===== src/rtl/lieat_ifu_bpu2lvl_if.sv =====
// ----------------------------------------------------------------------------
// lieat_ifu_bpu2lvl_if
// Bundle of the request / prediction / update / ready signals of the two-level
// branch predictor.
//   master : fetch-side agent, drives requests and resolved-branch updates
//   slave  : the predictor itself
// Signals
//   req_valid, req_index, req_bxx   prediction request
//   prd_valid, prd_taken, prd_hist  prediction result (one cycle later)
//   upd_en, upd_index, upd_taken, upd_hist  resolved-branch update
//   ready                           table initialisation finished
// ----------------------------------------------------------------------------
interface lieat_ifu_bpu2lvl_if #(
  parameter int IDX_W = 5,
  parameter int BHR_W = 2
);
  logic             req_valid;
  logic [IDX_W-1:0] req_index;
  logic             req_bxx;
  logic             prd_valid;
  logic             prd_taken;
  logic [BHR_W-1:0] prd_hist;
  logic             upd_en;
  logic [IDX_W-1:0] upd_index;
  logic             upd_taken;
  logic [BHR_W-1:0] upd_hist;
  logic             ready;

  modport master (
    output req_valid, req_index, req_bxx,
    output upd_en, upd_index, upd_taken, upd_hist,
    input  prd_valid, prd_taken, prd_hist, ready
  );

  modport slave (
    input  req_valid, req_index, req_bxx,
    input  upd_en, upd_index, upd_taken, upd_hist,
    output prd_valid, prd_taken, prd_hist, ready
  );
endinterface


===== src/rtl/lieat_ifu_bpu2lvl.sv =====
// ----------------------------------------------------------------------------
// lieat_ifu_bpu2lvl
// Two-level adaptive branch direction predictor. A pattern history table of
// saturating counters is indexed by row and by a branch history, which is
// either kept per row (MODE 0) or as one global register (MODE 1).
// After reset the table is walked one row per cycle back to weakly-not-taken;
// requests and updates are ignored until ready rises.
// Ports
//   clk  : clock, rising edge
//   rst  : synchronous active-high reset
//   bus  : lieat_ifu_bpu2lvl_if.slave (request, prediction, update, ready)
// ----------------------------------------------------------------------------
module lieat_ifu_bpu2lvl #(
  parameter int IDX_W = 5,
  parameter int BHR_W = 2,
  parameter int CNT_W = 2,
  parameter int MODE  = 0
) (
  input logic                clk,
  input logic                rst,
  lieat_ifu_bpu2lvl_if.slave bus
);

  localparam int ROWS = 1 << IDX_W;
  localparam int COLS = 1 << BHR_W;
  localparam logic [CNT_W-1:0] WNT     = {1'b0, {(CNT_W-1){1'b1}}};
  localparam logic [CNT_W-1:0] CNT_MAX = {CNT_W{1'b1}};

  typedef enum logic {INIT, RUN} state_e;

  state_e           state_q, state_d;
  logic [IDX_W-1:0] init_cnt_q, init_cnt_d;
  logic             run;

  // Each row is packed so initialisation rewrites it in a single assignment.
  logic [COLS-1:0][CNT_W-1:0] pht [ROWS];
  logic [BHR_W-1:0]           bhr [ROWS];
  logic [BHR_W-1:0]           ghr_q;

  logic [BHR_W-1:0] req_hist_p0;
  logic [CNT_W-1:0] req_cnt_p0;
  logic             req_fire_p0;
  logic             upd_fire_p0;
  logic [CNT_W-1:0] upd_cnt_p0;
  logic [BHR_W-1:0] upd_cur_hist_p0;
  logic [BHR_W-1:0] upd_nxt_hist_p0;

  logic             prd_vld_p1;
  logic             prd_taken_p1;
  logic [BHR_W-1:0] prd_hist_p1;

  function automatic logic [CNT_W-1:0] sat_step(input logic [CNT_W-1:0] c,
                                                input logic             up);
    if (up) return (c == CNT_MAX) ? c : c + 1'b1;
    return (c == '0) ? c : c - 1'b1;
  endfunction

  // Shift-in works for BHR_W = 1 too: the shifted value is 0, LSB takes t.
  function automatic logic [BHR_W-1:0] hist_shift(input logic [BHR_W-1:0] h,
                                                  input logic             t);
    logic [BHR_W-1:0] s;
    s    = h << 1;
    s[0] = t;
    return s;
  endfunction

  always_ff @(posedge clk) begin
    if (rst) begin
      state_q    <= INIT;
      init_cnt_q <= '0;
    end else begin
      state_q    <= state_d;
      init_cnt_q <= init_cnt_d;
    end
  end

  always_comb begin
    state_d    = state_q;
    init_cnt_d = init_cnt_q;
    case (state_q)
      INIT: begin
        init_cnt_d = init_cnt_q + 1'b1;
        if (&init_cnt_q) state_d = RUN;
      end
      RUN:     state_d = RUN;
      default: state_d = INIT;
    endcase
  end

  assign run = (state_q == RUN);

  // Stage p0: table read for request and update (pre-update values).
  assign req_fire_p0     = run & bus.req_valid;
  assign upd_fire_p0     = run & bus.upd_en;
  assign req_hist_p0     = (MODE == 1) ? ghr_q : bhr[bus.req_index];
  assign req_cnt_p0      = pht[bus.req_index][req_hist_p0];
  assign upd_cnt_p0      = pht[bus.upd_index][bus.upd_hist];
  assign upd_cur_hist_p0 = (MODE == 1) ? ghr_q : bhr[bus.upd_index];
  assign upd_nxt_hist_p0 = hist_shift(upd_cur_hist_p0, bus.upd_taken);

  always_ff @(posedge clk) begin
    if (state_q == INIT) begin
      pht[init_cnt_q] <= {COLS{WNT}};
      if (MODE == 0) bhr[init_cnt_q] <= '0;
    end else if (bus.upd_en) begin
      pht[bus.upd_index][bus.upd_hist] <= sat_step(upd_cnt_p0, bus.upd_taken);
      if (MODE == 0) bhr[bus.upd_index] <= upd_nxt_hist_p0;
    end
  end

  always_ff @(posedge clk) begin
    if (rst)                            ghr_q <= '0;
    else if (upd_fire_p0 && MODE == 1) ghr_q <= upd_nxt_hist_p0;
  end

  // Stage p1: registered prediction, held while no request fires.
  always_ff @(posedge clk) begin
    if (rst) begin
      prd_vld_p1   <= 1'b0;
      prd_taken_p1 <= 1'b0;
      prd_hist_p1  <= '0;
    end else begin
      prd_vld_p1 <= req_fire_p0;
      if (req_fire_p0) begin
        prd_taken_p1 <= bus.req_bxx & req_cnt_p0[CNT_W-1];
        prd_hist_p1  <= req_hist_p0;
      end
    end
  end

  assign bus.prd_valid = prd_vld_p1;
  assign bus.prd_taken = prd_taken_p1;
  assign bus.prd_hist  = prd_hist_p1;
  assign bus.ready     = run;

endmodule


===== src/flat_wrapper.sv =====
// flat-port wrapper written by rule: the top's interface ports become plain ports
module lieat_ifu_bpu2lvl_flat 
#(
  parameter int IDX_W = 5,
  parameter int BHR_W = 2,
  parameter int CNT_W = 2,
  parameter int MODE  = 0
)
  (clk, rst, bus_req_valid, bus_req_index, bus_req_bxx, bus_upd_en, bus_upd_index, bus_upd_taken, bus_upd_hist, bus_prd_valid, bus_prd_taken, bus_prd_hist, bus_ready);
  lieat_ifu_bpu2lvl_if #(.IDX_W(IDX_W), .BHR_W(BHR_W)) bus_i ();
  input logic clk;
  input logic rst;
  input wire logic [$bits(bus_i.req_valid)-1:0] bus_req_valid;
  input wire logic [$bits(bus_i.req_index)-1:0] bus_req_index;
  input wire logic [$bits(bus_i.req_bxx)-1:0] bus_req_bxx;
  input wire logic [$bits(bus_i.upd_en)-1:0] bus_upd_en;
  input wire logic [$bits(bus_i.upd_index)-1:0] bus_upd_index;
  input wire logic [$bits(bus_i.upd_taken)-1:0] bus_upd_taken;
  input wire logic [$bits(bus_i.upd_hist)-1:0] bus_upd_hist;
  output wire logic [$bits(bus_i.prd_valid)-1:0] bus_prd_valid;
  output wire logic [$bits(bus_i.prd_taken)-1:0] bus_prd_taken;
  output wire logic [$bits(bus_i.prd_hist)-1:0] bus_prd_hist;
  output wire logic [$bits(bus_i.ready)-1:0] bus_ready;
  assign bus_i.req_valid = bus_req_valid;
  assign bus_i.req_index = bus_req_index;
  assign bus_i.req_bxx = bus_req_bxx;
  assign bus_i.upd_en = bus_upd_en;
  assign bus_i.upd_index = bus_upd_index;
  assign bus_i.upd_taken = bus_upd_taken;
  assign bus_i.upd_hist = bus_upd_hist;
  assign bus_prd_valid = bus_i.prd_valid;
  assign bus_prd_taken = bus_i.prd_taken;
  assign bus_prd_hist = bus_i.prd_hist;
  assign bus_ready = bus_i.ready;
  lieat_ifu_bpu2lvl #(.IDX_W(IDX_W), .BHR_W(BHR_W), .CNT_W(CNT_W), .MODE(MODE)) u_core (.clk(clk), .rst(rst), .bus(bus_i));
endmodule

===== config.mk =====
export PLATFORM = sky130hd
export DESIGN_NAME = lieat_ifu_bpu2lvl_flat
export DESIGN_NICKNAME = d
export VERILOG_FILES = /design/src/rtl/lieat_ifu_bpu2lvl_if.sv /design/src/rtl/lieat_ifu_bpu2lvl.sv /design/src/flat_wrapper.sv
export SDC_FILE = /design/constraint.sdc
export NUM_CORES = 1
export LEC_CHECK = 0
export CORE_MARGIN = 4
export CORE_UTILIZATION = 40
export CTS_BUF_LIST = sky130_fd_sc_hd__clkbuf_4 sky130_fd_sc_hd__clkbuf_8
export CTS_CLUSTER_SIZE = 28
export DETAILED_ROUTE_END_ITERATION = 8
export GPL_TIMING_DRIVEN = 0
export HOLD_SLACK_MARGIN = 0.02
export PLACE_DENSITY = 0.58
export SLEW_MARGIN = 40
export SYNTH_ARGS = -nofsm -noshare
export SYNTH_HDL_FRONTEND = slang
export SYNTH_SLANG_ARGS = --single-unit

===== constraint.sdc =====
create_clock -name clk -period 9.73 [get_ports clk]
set_input_delay 1.946 -clock clk [delete_from_list [all_inputs] [get_ports clk]]
set_output_delay 1.946 -clock clk [all_outputs]
set_load 0.01 [all_outputs]

==> results of run 1 <==
final timing paths:
kind                     startpoint                      to  cells past startpoint
max                bus_upd_index[2]       u_core.pht[11][6]                     13
min          u_core.bus.prd_hist[1]  u_core.bus.prd_hist[1]                      2
max reg2reg        u_core.bus.ready       u_core.pht[15][5]                      6
min reg2reg  u_core.bus.prd_hist[1]  u_core.bus.prd_hist[1]                      2
metrics by stage:
stage / instance area [um^2] / setup TNS, ns / hold WS, ns
5_1_grt: 17200 / 0 / 0.489
3_5_place_dp: 16100 / 0 / 0.456
6_report: 17200 / 0 / 0.468
4_1_cts: 17200 / 0 / 0.465
2_1_floorplan: 15100 / 0 / 0.481
3_3_place_gp: 15900 / -401.98 / 0.450
state kept, by name (all words and copies together) (netlist names):
name	cells
u_core.bus.prd_valid	1
u_core.bus.ready	1
u_core.init_cnt_q	5
u_core.bus.prd_taken	1
u_core.bhr	64
u_core.bus.prd_hist	2
u_core.pht	256
where the power goes:
| group | internal (uW) | leakage [uW] | switching, uW | total [uW] |
|---|---|---|---|---|
| Combinational | 80.0 | 0.00259 | 119 | 199 |
| Clock | 658 | 0.000558 | 543 | 1200 |
| Sequential | 1550 | 0.00324 | 6.23 | 1560 |
| Total | 2290 | 0.00639 | 668 | 2950 |
worst max-delay path, delay by kind of cell:
family	cells	cell delay [ns]
buffers and inverters	8	2.84
multiplexers	1	0.36
AO/OA/AOI/OAI	3	0.46
AND/OR/NAND/NOR	1	0.31
placed cells by master (no fill, tap or decap), types with 11 or more instances in the layout:
cell type	instances
mux4_2	123
clkbuf_4	11
clkinv_1	12
nand2_1	45
clkdlybuf4s50_1	17
a21oi_1	12
edfxtp_1	320
nor2_1	150
clkbuf_8	57
buf_2	18
clkbuf_1	23
mux2i_1	39
inv_1	41
cell type report:
cell class / count / area share
flip-flops and latches: 330 / 0.572
multi-input cells: 477 / 0.280
clock buffers: 68 / 0.0505
well taps: 504 / 0.0368
repair buffers: 28 / 0.0214
plain buffers: 57 / 0.0193
clock inverters: 23 / 0.0104
inverters: 44 / 0.00963
per-layer routing:
metal,up-vias,wire [um]
li1,3748,-
met1,4678,18400
met2,500,20900
met3,86,3710
met4,0,1660
met5,-,0
logic make-up after synthesis:
logic type / after synthesis / share of synthesized area
buffers and inverters: 101 / 0.0328
AO/OA/AOI/OAI: 70 / 0.0340
flip-flops: 330 / 0.651
multiplexers: 167 / 0.214
adder cells (fa/ha/maj): 2 / 0.00166
AND/OR/NAND/NOR: 235 / 0.0652
XOR/XNOR: 3 / 0.00174
==> results.cfg, run 1 <==
[critical_path]
arrival_ns = 5.99
crit_type = in -> reg
cp-end-kind = flop
path_cells = clkdlybuf4s50_1, buf_2, buf_2, buf_2, mux4_2, inv_1, o22ai_1, nor3_2, a21boi_1, o21bai_4, buf_8, buf_8, buf_8
worst_path_largest_cell_delay_ns = 0.74
regToRegSetupSlack_ns = 6.34
crit_slowest_cell = clkdlybuf4s50_1
cp.required_ns = 10.16
cp-start-kind = primary input
crit_path_max_fanout = 25

[global_route]
use_met3 = 0.0420
busiest_layer = met2
grt_overflow = 0
use_met1 = 0.309
grt_pass1_vias = 8976
grt_max_degree = 52
antenna_found_initial = 0
grt_use_total = 0.219
grt_first_pass_wirelength_um = 64200
use_met2 = 0.345

[logic_synthesis]
avgSynthCellArea_um2 = 16.6
synth_top_area_cell = edfxtp_1
ys.flop_type = edfxtp_1
async_reset_ff_frac = 0
syn_nets = 928
synth.cell_area_mm2 = 0.0151
synth_edf_count = 320
synth_seq_cells = 330
yosysWarnings = 0
synthTopCellsByArea = edfxtp_1, mux4_2, nor2_1
yosysSeqAreaShare = 0.651
synth_most_common_cell = edfxtp_1
synthTopCellsByCount = edfxtp_1, nor2_1, mux4_2, nand2_1, inv_1
synth.distinct_cells = 53
synth_cells = 908
yosysTopAreaCellShare = 0.638

[floorplan]
start_util = 0.409
pin_count = 23
dieArea_mm2 = 0.0408
design.core.area_mm2 = 0.0369
die_y_um = 202
std_cell_rows = 70
die_w_um = 202

[sta]
fin_crit_ns = 5.55
grt_setup_unrepaired = no
fin_ws_ns = 4.18
skew_ns = 0.0293
hold_violations = 0
setup_viol = 0
tightest_slew_ns = 0.848
relSlewSlack = 0.435
period_share = 0.571
fmax_ghz = 0.180
slew_violations = 0

[routing]
ant_nets = 0
wl_per_cell_um = 29.2
first_pass_iters = 5
drc_errors = 0
drtIter0Drc = 1182
viasPerCell = 5.89
wl_um = 44700
vias = 9012

[power_and_ir_drop]
finalPower_uw = 2950
leakage_uw = 0.00639
power_density_mw_per_mm2 = 172
peakVddDrop_mv = 0.0770

[final_layout]
final-seq-area_mm2 = 0.00981
n_fill_cell = 3166
final_cells = 1531
area_delta_synth_final_pct = 13.9
finalNetCount = 1010
drive_gt1_frac = 0.259
final_util = 0.465
diodes = 0
multiInputGateArea_mm2 = 0.00481

[outcome]
status = finished, final reports clean

[clock_network]
tritoncts = yes
clkSinkCount = 330
postCtsResizedCells = 0
clockRootBuffer = clkbuf_8
ctsLongestPathBuffers = 3
cts_max_level = 2
post-cts-setup-buffers = 0
ctsHoldBuffers = 0
cts_buffers = 52
clk_latency_ns = 0.61
cts.reportedPaths.clkPinSlew_ns = 0.06

[placed_design]
place_ws_ns = 3.61
hpwl_um = 31000
placed_cells = 1440
io_buffers = 17
place_congestion = 0.898

[job]
cap_viol_max_count = 0

[min_path]
worstHoldPathType = reg -> reg
(Power assumes the default switching activity.)
==> run 2: changes to the inputs <==
==> constraint.sdc (replaced) <==
create_clock -name clk -period 5.7 [get_ports clk]
set_input_delay 1.14 -clock clk [delete_from_list [all_inputs] [get_ports clk]]
set_output_delay 1.14 -clock clk [all_outputs]
set_load 0.01 [all_outputs]
==> results.cfg, run 2 (synthesized netlist as in run 1, its figures left out) <==
[clock_network]
ctsHoldBuffers = 0
ctsLongestPathBuffers = 3
cts_max_level = 2
post-cts-setup-buffers = 0
clockRootBuffer = clkbuf_8
clkSinkCount = 330
postCtsResizedCells = 0
cts_buffers = 52
tritoncts = yes
clk_latency_ns = 0.60
cts.reportedPaths.clkPinSlew_ns = 0.05

[routing]
drt-met1-wl_um = 18100
route.met2.wl_um = 21100
wl_per_cell_um = 29.4
viasPerCell = 5.93
drc_errors = 0
drtIter0Drc = 1167
ant_nets = 0
first_pass_iters = 5
wl_um = 44900
vias = 9054
top_layer = met4
met3_length_um = 3870

[final_layout]
drive_gt1_frac = 0.252
finalNetCount = 1008
final_common_cell = edfxtp_1
final_util = 0.463
diodes = 0
top_regs = u_core.pht x256, u_core.bhr x64, u_core.init_cnt_q x5
n_fill_cell = 3190
top_register = u_core.pht
final_cell_mix = edfxtp_1, nor2_1, mux4_2
post-route-cell-area_mm2 = 0.0171
area_delta_synth_final_pct = 13.3
largest_register_ffs = 256

[sta]
tns_ns = 0
setup_viol = 0
grt_setup_unrepaired = no
relSlewSlack = 0.455
fin_crit_ns = 5.00
timing.hold.ws_ns = 0.468
skew_ns = 0.0269
tightest_slew_ns = 0.817
period_share = 0.877
fmax_ghz = 0.200
slew_violations = 0
hold_violations = 0
fin_ws_ns = 0.704

[power_and_ir_drop]
leakage_uw = 0.00635
peakVddDrop_mv = 0.119
power_density_mw_per_mm2 = 289

[global_route]
grt_overflow = 0
grt_first_pass_wirelength_um = 64500
grt_max_degree = 61
grt_use_total = 0.219
grt_pass1_vias = 9050
antenna_found_initial = 1

[critical_path]
worst_path_largest_cell_delay_ns = 0.75
cp.required_ns = 6.15
crit_slowest_cell = clkdlybuf4s50_1
crit_type = in -> reg
path_cells = clkdlybuf4s50_1, buf_2, buf_2, buf_2, mux4_2, inv_1, o22ai_1, nor3_2, a21boi_1, o21bai_4, buf_16, buf_16, buf_16
cp-end-kind = flop
arrival_ns = 5.44
crit_path_max_fanout = 24
cp-start-kind = primary input

[placed_design]
hpwl_um = 31100
place_congestion = 0.881
io_buffers = 17
place_ws_ns = 0.130
place_area_mm2 = 0.0161

[floorplan]
pin_count = 23
die_w_um = 202
start_util = 0.409
die_y_um = 202
dieArea_mm2 = 0.0408
std_cell_rows = 70
design.core.area_mm2 = 0.0369

[outcome]
status = finished, final reports clean

[job]
cap_viol_max_count = 0

[min_path]
worstHoldPathType = reg -> reg
run 2: cell types whose count changed in the layout (fill, tap and decap cells not counted), moves of 2 or more:
cell,change
clkinv_2,-8
clkbuf_4,+7
clkinv_1,+5
clkbuf_8,-4
buf_8,-3
buf_16,+2
bufinv_16,-2
run 2: critical path, delay by kind of cell:
kind | cells | cell delay (ns)
multiplexers | 1 | 0.36
AO/OA/AOI/OAI | 3 | 0.75
AND/OR/NAND/NOR | 1 | 0.31
buffers and inverters | 8 | 2.83
run 2: final timing paths:
path,startpoint,to,slack (ns),depth (start not counted)
hold reg to reg,u_core.bus.prd_hist[1],u_core.bus.prd_hist[1],0.47,2
hold / removal,u_core.bus.prd_hist[1],u_core.bus.prd_hist[1],0.47,2
setup / recovery,bus_upd_index[2],u_core.pht[2][6],0.70,13
setup reg to reg,u_core.pht[4][6],u_core.pht[2][6],2.30,10
run 2: metal layers:
metal	track usage	vias to the layer above
li1	-	3736
met1	0.303	4745
met2	0.353	472
met3	0.0416	101
met4	0.0747	0
met5	0	-
run 2: cell type report:
| cell class | count | area, um^2 | area share |
|---|---|---|---|
| Inverter | 44 | 165 | 0.00967 |
| Timing Repair Buffer | 26 | 365 | 0.0214 |
| Buffer | 57 | 332 | 0.0194 |
| Clock buffer | 71 | 865 | 0.0506 |
| Clock inverter | 18 | 96.3 | 0.00564 |
| Tap cell | 504 | 631 | 0.0369 |
| Multi-Input combinational cell | 477 | 4810 | 0.282 |
| Sequential cell | 330 | 9810 | 0.575 |
run 2: metrics by stage:
step / total power [uW] / std cells
after floorplan: 2920 / 908
after global placement: 3040 / 1429
after detailed placement: 3040 / 1438
after CTS: 4950 / 1527
after global routing: 5080 / 1527
final: 4930 / 1527
run 2: power breakdown:
part / leakage, uW / switching, uW / internal [uW] / total [uW]
clock network: 0.000509 / 915 / 1020 / 1930
logic: 0.00260 / 205 / 137 / 341
registers: 0.00324 / 9.73 / 2640 / 2650
total: 0.00635 / 1130 / 3800 / 4930
==> run 3: changes to the inputs <==
--- a/config.mk
+++ b/config.mk
@@ -13,6 +13,7 @@
 export GPL_TIMING_DRIVEN = 0
 export HOLD_SLACK_MARGIN = 0.02
 export PLACE_DENSITY = 0.58
+export SKIP_CTS_REPAIR_TIMING = 1
 export SLEW_MARGIN = 40
 export SYNTH_ARGS = -nofsm -noshare
 export SYNTH_HDL_FRONTEND = slang
==> results of run 3 <==
The final DEF is identical to that of run 2; final timing and power are the same.
